[src/rtl/uart_cmd_decoder.sv]
// Turns received UART command blocks into register-file writes and reads.
// Read data is streamed back to the UART transmitter over a valid/ready handshake.
module uart_cmd_decoder #(
  parameter int ADDR_W = 7,
  parameter int RD_LAT = 1
) (
  input  logic              clk,
  input  logic              rst_n,
  input  logic              rx_data_valid,
  input  logic [7:0]        rx_data,
  input  logic              rx_block_timeout,
  output logic              reg_wr_en,
  output logic              reg_rd_en,
  output logic [ADDR_W-1:0] reg_addr,
  output logic [7:0]        reg_wdata,
  input  logic [7:0]        reg_rdata,
  output logic              tx_valid,
  output logic [7:0]        tx_data,
  input  logic              tx_ready,
  output logic              busy,
  output logic              err
);

  typedef enum logic [2:0] {
    S_IDLE    = 3'd0,
    S_WR_DATA = 3'd1,
    S_RD_LEN  = 3'd2,
    S_RD_REQ  = 3'd3,
    S_RD_WAIT = 3'd4,
    S_RD_SEND = 3'd5
  } state_e;

  localparam int                WAIT_W    = 3;
  localparam logic [WAIT_W-1:0] WAIT_ONE  = WAIT_W'(1);
  localparam logic [WAIT_W-1:0] WAIT_LAST = WAIT_W'(RD_LAT);
  localparam logic [ADDR_W-1:0] ADDR_ONE  = ADDR_W'(1);

  state_e              state_q, state_d;
  logic [ADDR_W-1:0]   addr_q, addr_d;
  logic [7:0]          len_q, len_d;
  logic [WAIT_W-1:0]   wait_q, wait_d;
  logic                wr_en_q, wr_en_d;
  logic                rd_en_q, rd_en_d;
  logic [ADDR_W-1:0]   reg_addr_q, reg_addr_d;
  logic [7:0]          wdata_q, wdata_d;
  logic                tx_valid_q, tx_valid_d;
  logic [7:0]          tx_data_q, tx_data_d;
  logic                busy_q, busy_d;
  logic                err_q, err_d;

  // State, counters and every output are registered here.
  always_ff @(posedge clk or negedge rst_n) begin
    if (!rst_n) begin
      state_q    <= S_IDLE;
      addr_q     <= '0;
      len_q      <= 8'd0;
      wait_q     <= '0;
      wr_en_q    <= 1'b0;
      rd_en_q    <= 1'b0;
      reg_addr_q <= '0;
      wdata_q    <= 8'd0;
      tx_valid_q <= 1'b0;
      tx_data_q  <= 8'd0;
      busy_q     <= 1'b0;
      err_q      <= 1'b0;
    end else begin
      state_q    <= state_d;
      addr_q     <= addr_d;
      len_q      <= len_d;
      wait_q     <= wait_d;
      wr_en_q    <= wr_en_d;
      rd_en_q    <= rd_en_d;
      reg_addr_q <= reg_addr_d;
      wdata_q    <= wdata_d;
      tx_valid_q <= tx_valid_d;
      tx_data_q  <= tx_data_d;
      busy_q     <= busy_d;
      err_q      <= err_d;
    end
  end

  // Next-state and next-output decode; strobes default low, data outputs hold.
  always_comb begin
    state_d    = state_q;
    addr_d     = addr_q;
    len_d      = len_q;
    wait_d     = wait_q;
    wr_en_d    = 1'b0;
    rd_en_d    = 1'b0;
    reg_addr_d = reg_addr_q;
    wdata_d    = wdata_q;
    tx_valid_d = tx_valid_q;
    tx_data_d  = tx_data_q;
    err_d      = 1'b0;

    case (state_q)
      S_IDLE: begin
        if (rx_data_valid) begin
          addr_d  = rx_data[ADDR_W-1:0];
          state_d = rx_data[7] ? S_RD_LEN : S_WR_DATA;
        end else begin
          state_d = S_IDLE;
        end
      end

      S_WR_DATA: begin
        // A byte arriving with the timeout is still written before leaving.
        if (rx_data_valid) begin
          wr_en_d    = 1'b1;
          reg_addr_d = addr_q;
          wdata_d    = rx_data;
          addr_d     = addr_q + ADDR_ONE;
        end else begin
          wr_en_d = 1'b0;
        end
        if (rx_block_timeout) begin
          state_d = S_IDLE;
        end else begin
          state_d = S_WR_DATA;
        end
      end

      S_RD_LEN: begin
        if (rx_data_valid) begin
          len_d = rx_data;
          if (rx_data == 8'd0) begin
            state_d = S_IDLE;
          end else begin
            state_d    = S_RD_REQ;
            rd_en_d    = 1'b1;
            reg_addr_d = addr_q;
          end
        end else if (rx_block_timeout) begin
          err_d   = 1'b1;
          state_d = S_IDLE;
        end else begin
          state_d = S_RD_LEN;
        end
      end

      S_RD_REQ: begin
        // reg_rd_en is high during this state; latency counting starts next.
        err_d   = rx_data_valid;
        wait_d  = WAIT_ONE;
        state_d = S_RD_WAIT;
      end

      S_RD_WAIT: begin
        err_d = rx_data_valid;
        if (wait_q == WAIT_LAST) begin
          tx_valid_d = 1'b1;
          tx_data_d  = reg_rdata;
          state_d    = S_RD_SEND;
        end else begin
          wait_d = wait_q + WAIT_ONE;
        end
      end

      S_RD_SEND: begin
        err_d = rx_data_valid;
        if (tx_valid_q && tx_ready) begin
          tx_valid_d = 1'b0;
          addr_d     = addr_q + ADDR_ONE;
          len_d      = len_q - 8'd1;
          if (len_q == 8'd1) begin
            state_d = S_IDLE;
          end else begin
            state_d    = S_RD_REQ;
            rd_en_d    = 1'b1;
            reg_addr_d = addr_q + ADDR_ONE;
          end
        end else begin
          state_d = S_RD_SEND;
        end
      end

      default: begin
        state_d    = S_IDLE;
        tx_valid_d = 1'b0;
      end
    endcase

    busy_d = (state_d != S_IDLE);
  end

  assign reg_wr_en = wr_en_q;
  assign reg_rd_en = rd_en_q;
  assign reg_addr  = reg_addr_q;
  assign reg_wdata = wdata_q;
  assign tx_valid  = tx_valid_q;
  assign tx_data   = tx_data_q;
  assign busy      = busy_q;
  assign err       = err_q;

endmodule

[config.mk]
export PLATFORM = sky130hd
export DESIGN_NAME = uart_cmd_decoder
export DESIGN_NICKNAME = d
export VERILOG_FILES = /design/src/rtl/uart_cmd_decoder.sv
export SDC_FILE = /design/constraint.sdc
export NUM_CORES = 1
export LEC_CHECK = 0
export BUFFER_PORTS_ARGS = -buffer_cell sky130_fd_sc_hd__buf_4
export CAP_MARGIN = 25
export CORE_MARGIN = 1
export CORE_UTILIZATION = 50
export CTS_BUF_LIST = sky130_fd_sc_hd__clkbuf_16
export DETAILED_ROUTE_END_ITERATION = 12
export GPL_TIMING_DRIVEN = 0
export PLACE_DENSITY = 0.72
export SYNTH_ARGS = -nofsm -noshare
export SYNTH_HDL_FRONTEND = slang
export SYNTH_SLANG_ARGS = --single-unit
[constraint.sdc]
create_clock -name clk -period 3.95 [get_ports clk]
set_input_delay 0.1975 -clock clk [delete_from_list [all_inputs] [get_ports clk]]
set_output_delay 0.1975 -clock clk [all_outputs]
set_load 0.03 [all_outputs]
Word level (Yosys, flattened, before mapping)
Cells that the tools add are included.

storage, ports and cells
  word-level logic and storage cells = 86
  flip-flop bits (word level) = 49
  input bits = 21

operators by class
  bitwise gates (word level) = 1
  equal/unequal tests = 15
  reduce and logical (&&, ||, !) cells = 17
  add/sub/neg operators = 3
  multiplexer cells = 38

operators with widths
  operator                                                             count
  7-bit 2-to-1 mux                                                     8
  7-bit one-hot mux with 3 select lines                                2
  3-bit one-hot mux with 6 select lines                                1
  8-bit 2-to-1 mux                                                     2
  2-bit inequality test (second input constant)                        8
  8-bit one-hot mux with 2 select lines                                1
  3-bit 2-to-1 mux                                                     4
  1-bit 2-to-1 mux                                                     11
  2-bit 2-to-1 mux                                                     5
  3-bit nonzero test                                                   3
  8-bit by 1-bit == test with 1-bit output (second input constant)     1
  8-bit logical NOT                                                    1
  8-bit by 1-bit subtractor with 8-bit output (second input constant)  1
  7-bit by 1-bit adder with 7-bit output (second input constant)       1
  3-bit by 1-bit == test with 1-bit output (second input constant)     2
  3-bit by 2-bit == test with 1-bit output (second input constant)     2
  3-bit == test (second input constant)                                2
  3-bit one-hot mux with 2 select lines                                1
  2-bit AND reduction                                                  3
  3-bit AND reduction                                                  2
  6-bit AND reduction                                                  1
  1-bit one-hot mux with 2 select lines                                2
  4-bit AND reduction                                                  1
  2-bit nonzero test                                                   2
  other kinds (7)                                                      7

Longest topological paths before layout
Gate-level depths: netlist of the first run.

  depth after elaboration = 5
  depth in mapped cells = 7
  gate-level depth less buffers = 6

Worst setup path before layout of the first run
No wires, ideal clock.

  path type = register -> register
  start point = reg len_q[4]
  end point = reg reg_addr_q[0] (netlist: reg_addr[0])
  required time = 3.825 ns
  period minus slack after synthesis = 1.661 ns
  data arrival time = 1.536 ns
  cell stages (with the launch flop) = 7
  buffers on the path = 2
  path slack = 2.289 ns
  path through = dfrtp_1 buf_6 nor4_4 a31oi_1 o22a_1 buf_6 mux2_4

between the ends
  cells in the longest elaborated chain, start to end = 3

ends and longest elaborated chain
  item                                      RTL line  source
  from (decl)                               40        logic [7:0] len_q, len_d;
  from (signal assigned)                    69        len_q <= len_d;
  8-bit by 1-bit == test with 1-bit output  165       if (len_q == 8'd1) begin
  2-bit inequality test (no line)           --
  6-bit AND reduction (no line)             --
  to (signal assigned)                      73        reg_addr_q <= reg_addr_d;
  to (decl)                                 44        logic [ADDR_W-1:0] reg_addr_q, reg_addr_d;

No other way between the ends.
A chain may end at the register's enable or synchronous reset.

Final worst setup path of the first run
  start point = reg len_q[5]
  end point = reg reg_addr_q[3] (netlist: reg_addr[3])

Same word-level chain as after synthesis.

==> impl_metrics.yaml, run 1 <==
run_status:
  outcome: "finished clean"
floorplan:
  core_mm2: 0.00511
  die-area_mm2: 0.00559
  core.rowCount: 26
  dieHeight_um: 74.8
  fp.dieW_um: 74.8
  io_pins: 49
  start_util_pct: 51.8
setup_path:
  crit_path_max_incr_delay_ns: 0.47
  worstSetupStartpointType: "flip-flop"
  critical_path.max_fanout: 7
  arrival_ns: 1.97
  crit_path_end_kind: "flip-flop"
  critPathSlowestCell: "dfrtp_1"
  path_cells: "nor4_4 > a31oi_1 > o22a_1 > buf_6 > mux2_4"
  r2r-start: "len_q[5]"
  r2r_slack_ns: 2.15
  crit_type: "flip-flop to flip-flop"
  required_ns: 4.12
  critPathLaunch: "len_q[5]"
finish:
  fill_cells: 433
  nNetsFinal: 336
  multi_input_area_mm2: 0.00126
  design_area_mm2: 0.00325
  area_growth_pct: 22.7
  diodes: 0
  layout-drive-gt1-share_pct: 32.8
  seq_area_mm2: 0.00123
detailed_routing:
  avgRoutedWirePerCell_um: 14.6
  first_iter_violations: 131
  drtAntennaViolNets: 0
  vias_per_cell: 5.52
  drt_wl_total_mm: 5.57
  drt-pass1-iter-count: 4
  drc: 0
  num_vias: 2102
grt:
  grt_usage_pct: 21.4
  grt_pass1_wl_mm: 8.93
  grt_pass1_vias: 1905
  grt_overflow: 0
  antenna_found_initial: 0
  grt_max_degree: 50
clock_network:
  post_cts_resized: 0
  numClockSinks: 49
  clk_latency_ns: 0.29
  cts_hold_buf: 1
  postCtsSetupBuffers: 0
  root_buffer: "clkbuf_16"
  cts_max_path_buffers: 2
  clk_pin_slew_ns: 0.07
  cts-htree-levels: 2
  cts_made_buffers: 5
  cts_tree: "yes"
yosys:
  ys_warn_count: 0
  yosysMostFrequentCell: "dfrtp_1"
  ys.flop_type: "dfrtp_1"
  ys_ff_latch: 49
  ys_seq_area_share_pct: 46.3
  synth_compound_area_share_pct: 16.1
  synthSimpleGateAreaFrac_pct: 15.8
  netlist_area_mm2: 0.00265
  synth_top_family_by_area: "compound AO/OA/AOI/OAI gates"
  synth.distinct_cells: 49
  syn_area_per_cell_um2: 10.4
  synthDominantCellAreaShare_pct: 46.3
  synth.area.top_cells: "dfrtp_1, mux2_2, a21oi_1"
  synth_xor_xnor_area_share_pct: 1.98
  synthMuxAreaShare_pct: 11.6
  synthArstFlopShare_pct: 100
  synth.top_cells.by_count: "dfrtp_1, a21oi_1, nand2_1"
  syn_nets: 280
  yosysTopAreaCell: "dfrtp_1"
  synth_edf_count: 0
  netlist_instances: 254
  synthAdderAreaFrac_pct: 2.36
timing:
  finalHoldViolations: 0
  tightestPinTransition_ns: 0.619
  final_max_slew_viol_count: 0
  max_freq_ghz: 0.555
  tns_ns: 0
  min_period_ns: 1.80
  slew_headroom_pct: 58.7
  rsz0062_at_grt: "false"
  post-route-period-util_pct: 45.6
  finalClockSkew_ns: 0.00788
  setup_violations: 0
power_and_ir_drop:
  p_leak_uw: 0.00143
  powerDensity_mw_per_mm2: 824
  ir_drop_mv: 0.421
run:
  maxCapViolations: 0
worst_hold_path:
  holdCritStartpoint: "reg_rdata[4]"
  worstHoldPathType: "input port to flip-flop"
placement:
  place.gp.congestion: 0.825
  numPortBuffers: 48
  place_area_mm2: 0.00310
  hpwl_mm: 3.95
-- worst paths after layout --
kind | to | cells after the start
max | reg_addr[3] | 5
min | tx_data[4] | 2
max reg2reg | reg_addr[3] | 5
min reg2reg | tx_data[2] | 1
max in group asynchronous | reg_wdata[0] | 2
min in group asynchronous | wait_q[1] | 2
-- stage by stage --
step | hold slack (ns) | setup slack, ns | utilization (%) | std cells | total power [uW]
floorplan | -0.0981 | 2.29 | - | 254 | 1870
global placement | 0.260 | 2.17 | 60.6 | 372 | 2250
detailed placement | 0.262 | 2.19 | 60.6 | 372 | 2270
CTS | 0.138 | 2.16 | 63.6 | 381 | 2690
global route | 0.135 | 2.04 | 63.6 | 381 | 2860
finish | 0.140 | 2.15 | 63.6 | 381 | 2680
-- state kept, by name, summed over array words and instances (netlist names) --
register and cells:
addr_q 7, busy 1, err 1, len_q 8, reg_addr 7, reg_rd_en 1
reg_wdata 8, reg_wr_en 1, state_q 3, tx_data 8, tx_valid 1, wait_q 3
-- placed cells by master, fill, tap and decap left out, types with 6 or more instances in the layout --
cell type / count
a21oi_1: 26
buf_4: 48
clkbuf_1: 7
dfrtp_1: 49
inv_1: 8
mux2_2: 17
mux2_4: 7
nand2_1: 21
nand2b_1: 6
nand3_1: 8
nor2_1: 10
o21ai_0: 13
o22ai_1: 6
xnor2_1: 6
-- critical path, delay by kind of cell, from the launching register on --
kind / cells / cell delay [ns]
and+or+nand+nor: 1 / 0.34
muxes: 1 / 0.29
DFF: 1 / 0.47
AOI/OAI and AO/OA: 2 / 0.43
buffers and inverters: 1 / 0.15
-- layout make-up --
class,count,share of cell area [%]
Sequential cell,49,37.8
Clock inverter,3,0.539
Tap cell,70,2.70
Clock buffer,5,3.85
Timing Repair Buffer,49,11.4
Inverter,8,0.924
Buffer,18,3.89
Multi-Input combinational cell,179,38.9
-- where the power goes --
group	internal [uW]	switching, uW
Clock	232	182
Sequential	729	156
Combinational	619	759
-- layer usage --
layer / part of all wire [%] / vias up / global-route usage, %
li1: - / 1035 / -
met4: 1.6 / 0 / 7.13
met1: 48 / 1019 / 29.1
met3: 2.7 / 8 / 5.09
met2: 48 / 40 / 33.5
met5: 0 / - / 0
-- cells by family after synthesis --
family                     count (synthesis)
AOI/OAI and AO/OA                         69
muxes                                     25
adders and majority gates                  5
xor gates and xnor gates                   6
buffers and inverters                     26
DFF                                       49
and+or+nand+nor                           74
Power figures use the tool's default switching activity.
==> run 2: changes to the inputs <==
==> constraint.sdc (replaced) <==
create_clock -name clk -period 1.9 [get_ports clk]
set_input_delay 0.095 -clock clk [delete_from_list [all_inputs] [get_ports clk]]
set_output_delay 0.095 -clock clk [all_outputs]
set_load 0.03 [all_outputs]
==> run 2 against run 1 <==
- first-iteration DRC count up 4.6%
- utilization barely moved
- die area is the same
- final area barely moved
- sequential share of layout area hardly changed
- count of clock-buffer cells in the layout did not move
- worst hold slack worse by 0.10 ns
- combinational power up 110%
- clock power increased by 110%
- global-route usage unchanged
- maximum frequency is 0.32% higher
==> impl_metrics.yaml, run 2 (same netlist as run 1, synthesis figures left out) <==
run_status:
  outcome: "finished clean"
setup_path:
  r2r-start: "len_q[5]"
  r2r_slack_ns: 0.11
  reg2reg_depth: 5
  crit_end: "reg_addr[3]"
  worstSetupStartpointType: "flip-flop"
  path_cells: "nor4_4 > a31oi_1 > o22a_1 > buf_6 > mux2_4"
  crit_path_end_kind: "flip-flop"
  critical_path.max_fanout: 7
  crit_path_max_incr_delay_ns: 0.46
  critPathLaunch: "len_q[5]"
  critPathSlowestCell: "dfrtp_1"
  arrival_ns: 1.97
  reg2reg_to: "reg_addr[3]"
  crit_type: "flip-flop to flip-flop"
  required_ns: 2.07
detailed_routing:
  first_iter_violations: 137
  met1Wirelength_mm: 2.69
  highest_layer: "met4"
  drt_wl_total_mm: 5.59
  avgRoutedWirePerCell_um: 14.7
  met3_length_um: 159
  drtAntennaViolNets: 0
  drt-pass1-iter-count: 5
  dr_wl_met2_mm: 2.65
  vias_per_cell: 5.53
  drc: 0
  num_vias: 2108
run:
  maxCapViolations: 0
power_and_ir_drop:
  p_leak_uw: 0.00144
  powerDensity_mw_per_mm2: 1710
  ir_drop_mv: 0.874
  power_uw: 5570
floorplan:
  dieHeight_um: 74.8
  fp.dieW_um: 74.8
  io_pins: 49
  core_mm2: 0.00511
  core.rowCount: 26
  die-area_mm2: 0.00559
  start_util_pct: 51.8
timing:
  slew_headroom_pct: 58.7
  tns_ns: 0
  whs_ns: 0.0380
  tightestPinTransition_ns: 0.619
  finalClockSkew_ns: 0.00797
  finalHoldViolations: 0
  max_freq_ghz: 0.557
  post-route-period-util_pct: 94.5
  min_period_ns: 1.79
  rsz0062_at_grt: "false"
  setup_violations: 0
  final_max_slew_viol_count: 0
placement:
  place.gp.congestion: 0.825
  hpwl_mm: 3.95
  numPortBuffers: 48
  place_inst: 372
finish:
  nNetsFinal: 336
  layout-drive-gt1-share_pct: 33.1
  layoutNonFillerInstCount: 381
  fin_util_pct: 63.6
  final_common_cell: "dfrtp_1"
  diodes: 0
  area_growth_pct: 22.7
  mostFrequentLayoutCells: "dfrtp_1, buf_4, a21oi_1, nand2_1, mux2_2"
clock_network:
  numClockSinks: 49
  clk_pin_slew_ns: 0.07
  cts_made_buffers: 5
  cts-htree-levels: 2
  cts_max_path_buffers: 2
  root_buffer: "clkbuf_16"
  clk_latency_ns: 0.29
  cts_tree: "yes"
grt:
  antenna_found_initial: 0
  grt_overflow: 0
  grt_pass1_wl_mm: 8.93
  grt_usage_pct: 21.4
  grt_max_degree: 50
  grt_pass1_vias: 1905
worst_hold_path:
  worstHoldPathType: "input port to flip-flop"
  holdCritStartpoint: "reg_rdata[4]"
## run 2: power by group
| part | internal (uW) | total, uW | switching [uW] |
|---|---|---|---|
| clock network | 483 | 860 | 378 |
| logic | 1290 | 2870 | 1580 |
| registers | 1520 | 1840 | 324 |
## run 2: worst min-delay path by stage
stage	end	cells past startpoint
floorplan	addr_q[0]	0
global placement	err	1
global route	tx_data[4]	2
finish	tx_data[4]	2
detailed placement	err	1
CTS	tx_data[4]	2
## run 2: through the flow
step	worst slack (ns)	instance area (um^2)
after floorplan	0.239	2650
after global placement	0.116	3100
final	0.105	3250
after global routing	0.0201	3250
after detailed placement	0.135	3100
after CTS	0.107	3250
## run 2: routing by layer
metal | vias to the layer above | global-route usage, %
met5 | - | 0
met4 | 0 | 7.13
met3 | 9 | 5.09
met2 | 40 | 33.5
met1 | 1024 | 29.1
li1 | 1035 | -
## run 2: what timing repair did
action,CTS,global route
gates resized for setup,0,2
endpoints found under the hold margin,49,0
setup buffers,0,0
setup endpoints to repair,0,1
hold buffers,1,0
## run 2: critical path, delay by kind of cell (launching register included)
| family | cells | cell delay [ns] |
|---|---|---|
| flip-flops | 1 | 0.46 |
| AND/OR/NAND/NOR | 1 | 0.34 |
| buffers and inverters | 1 | 0.15 |
| multiplexers | 1 | 0.29 |
| AO/OA/AOI/OAI | 2 | 0.42 |
## run 2: cell type report
class                      instances  area [um^2]
multi-input combinational        179         1260
clock inverter                     3         17.5
fill                             432         1860
timing repair buffer              49          370
buffer                            18          128
clock buffer                       5          125
inverter                           8         30.0
sequential                        49         1230
tap                               70         87.6
==> run 3: changes to the inputs <==
==> constraint.sdc (replaced) <==
create_clock -name clk -period 1.9 [get_ports clk]
set_input_delay 0.285 -clock clk [delete_from_list [all_inputs] [get_ports clk]]
set_output_delay 0.285 -clock clk [all_outputs]
set_load 0.03 [all_outputs]
==> run 3 against run 2 <==
- worst setup slack worse by 0.0016 ns
- count of clock-buffer cells in the layout unchanged
- critical path depth unchanged
- largest power group unchanged
- non-clock buffer count decreased by 1
- clock skew about the same
- final area shrank 0.31%
- maximum frequency barely moved
- largest cell class unchanged
- sequential share of layout area is 0.12 points higher
==> impl_metrics.yaml, run 3 (same netlist as run 1, synthesis figures left out) <==
detailed_routing:
  num_vias: 2111
  vias_per_cell: 5.56
  drt_wl_total_mm: 5.57
  drc: 0
  first_iter_violations: 131
  drt-pass1-iter-count: 6
  avgRoutedWirePerCell_um: 14.7
  drtAntennaViolNets: 0
finish:
  seq_area_mm2: 0.00123
  diodes: 0
  multi_input_area_mm2: 0.00126
  mostFrequentLayoutCells: "dfrtp_1, buf_4, a21oi_1, nand2_1, mux2_2"
  nNetsFinal: 335
  fill_cells: 433
  layout-drive-gt1-share_pct: 33.2
  area_growth_pct: 22.4
  final_common_cell: "dfrtp_1"
floorplan:
  die-area_mm2: 0.00559
  dieHeight_um: 74.8
  core_mm2: 0.00511
  core.rowCount: 26
  io_pins: 49
  fp.dieW_um: 74.8
  start_util_pct: 51.8
setup_path:
  cp_num_buf_inv: 1
  crit_type: "flip-flop to flip-flop"
  crit_path_end_kind: "flip-flop"
  critical_path.max_fanout: 7
  arrival_ns: 1.97
  crit_path_max_incr_delay_ns: 0.47
  worstSetupStartpointType: "flip-flop"
  reg2reg_depth: 5
  critPathSlowestCell: "dfrtp_1"
  path_cells: "nor4_4 > a31oi_1 > o22a_1 > buf_6 > mux2_4"
  required_ns: 2.07
  path_depth: 5
  worst_path_dominant_cell_family: "flip-flops"
power_and_ir_drop:
  ir_drop_mv: 0.874
  powerDensity_mw_per_mm2: 1720
  p_leak_uw: 0.00143
timing:
  max_freq_ghz: 0.557
  setup_violations: 0
  tns_ns: 0
  min_period_ns: 1.80
  layout_setup_ws_ns: 0.103
  post-route-period-util_pct: 94.6
  slew_headroom_pct: 58.4
  final_max_slew_viol_count: 0
  finalHoldViolations: 0
  rsz0062_at_grt: "false"
  finalClockSkew_ns: 0.00772
  tightestPinTransition_ns: 0.624
placement:
  hpwl_mm: 3.95
  place.gp.congestion: 0.825
  pre_cts_ws_ns: 0.0786
  numPortBuffers: 48
clock_network:
  clk_pin_slew_ns: 0.07
  clk_latency_ns: 0.29
  root_buffer: "clkbuf_16"
  cts_made_buffers: 5
  cts_max_path_buffers: 2
  numClockSinks: 49
  cts-htree-levels: 2
  cts_tree: "yes"
grt:
  grt_pass1_vias: 1905
  grt_overflow: 0
  antenna_found_initial: 0
  grt_max_degree: 50
  grt_usage_pct: 21.4
  grt_pass1_wl_mm: 8.93
worst_hold_path:
  worstHoldPathType: "input port to asynchronous set/reset pin"
run_status:
  outcome: "finished clean"
run:
  maxCapViolations: 0
## run 3: cell types whose count changed in the layout (fill, tap and decap cells not counted)
cell,previous run,this run
dlygate4sd3_1,1,0
## run 3: area by class of cell
class                   count  share of cell area [%]
clock inverters             3                   0.541
clock buffers               5                    3.86
repair buffers             48                    11.1
plain buffers              18                    3.94
well taps                  70                    2.70
flip-flops and latches     49                    37.9
inverters                   8                   0.927
multi-input cells         179                    39.0
## run 3: final timing paths
kind                                to         start  slack (ns)
min in group clk            tx_data[4]  reg_rdata[4]        0.23
hold reg to reg             tx_data[2]    tx_data[2]        0.51
setup reg to reg           reg_addr[3]      len_q[5]        0.10
hold / removal               wait_q[1]         rst_n        0.02
setup / recovery           reg_addr[3]      len_q[5]        0.10
max in group asynchronous    addr_q[6]         rst_n        1.47
## run 3: per-stage QoR
stage                     utilization, %  area [um^2]  std cells  total power (uW)  hold slack, ns
after floorplan                        -         2650        254              3880         -0.0106
after global placement              60.6         3100        372              4670           0.348
after detailed placement            60.6         3100        372              4720           0.350
after CTS                           63.4         3240        380              5600          0.0383
after global routing                63.4         3240        380              5950          0.0716
final                               63.4         3240        380              5570          0.0159
## run 3: report_power, final
group          switching, uW  internal (uW)
Clock                    376            483
Sequential               324           1520
Combinational           1580           1290
## run 3: worst register-to-register path, cell delays in order, from the launching register on
cell and delay (ns):
dfrtp_1 0.47, nor4_4 0.34, a31oi_1 0.19, o22a_1 0.25
buf_6 0.15, mux2_4 0.29
## run 3: what timing repair did
item / CTS / global route
hold buffers: 0 / 0
setup buffers: 0 / 0
setup endpoints to repair: 0 / 1
gates resized for setup: 0 / 2
## run 3: metal layers
layer	vias to the layer above	wire, um	track usage, %
met5	-	0	0
met3	8	195	5.09
li1	1034	-	-
met1	1026	2660	29.1
met2	43	2630	33.5
met4	0	85	7.13
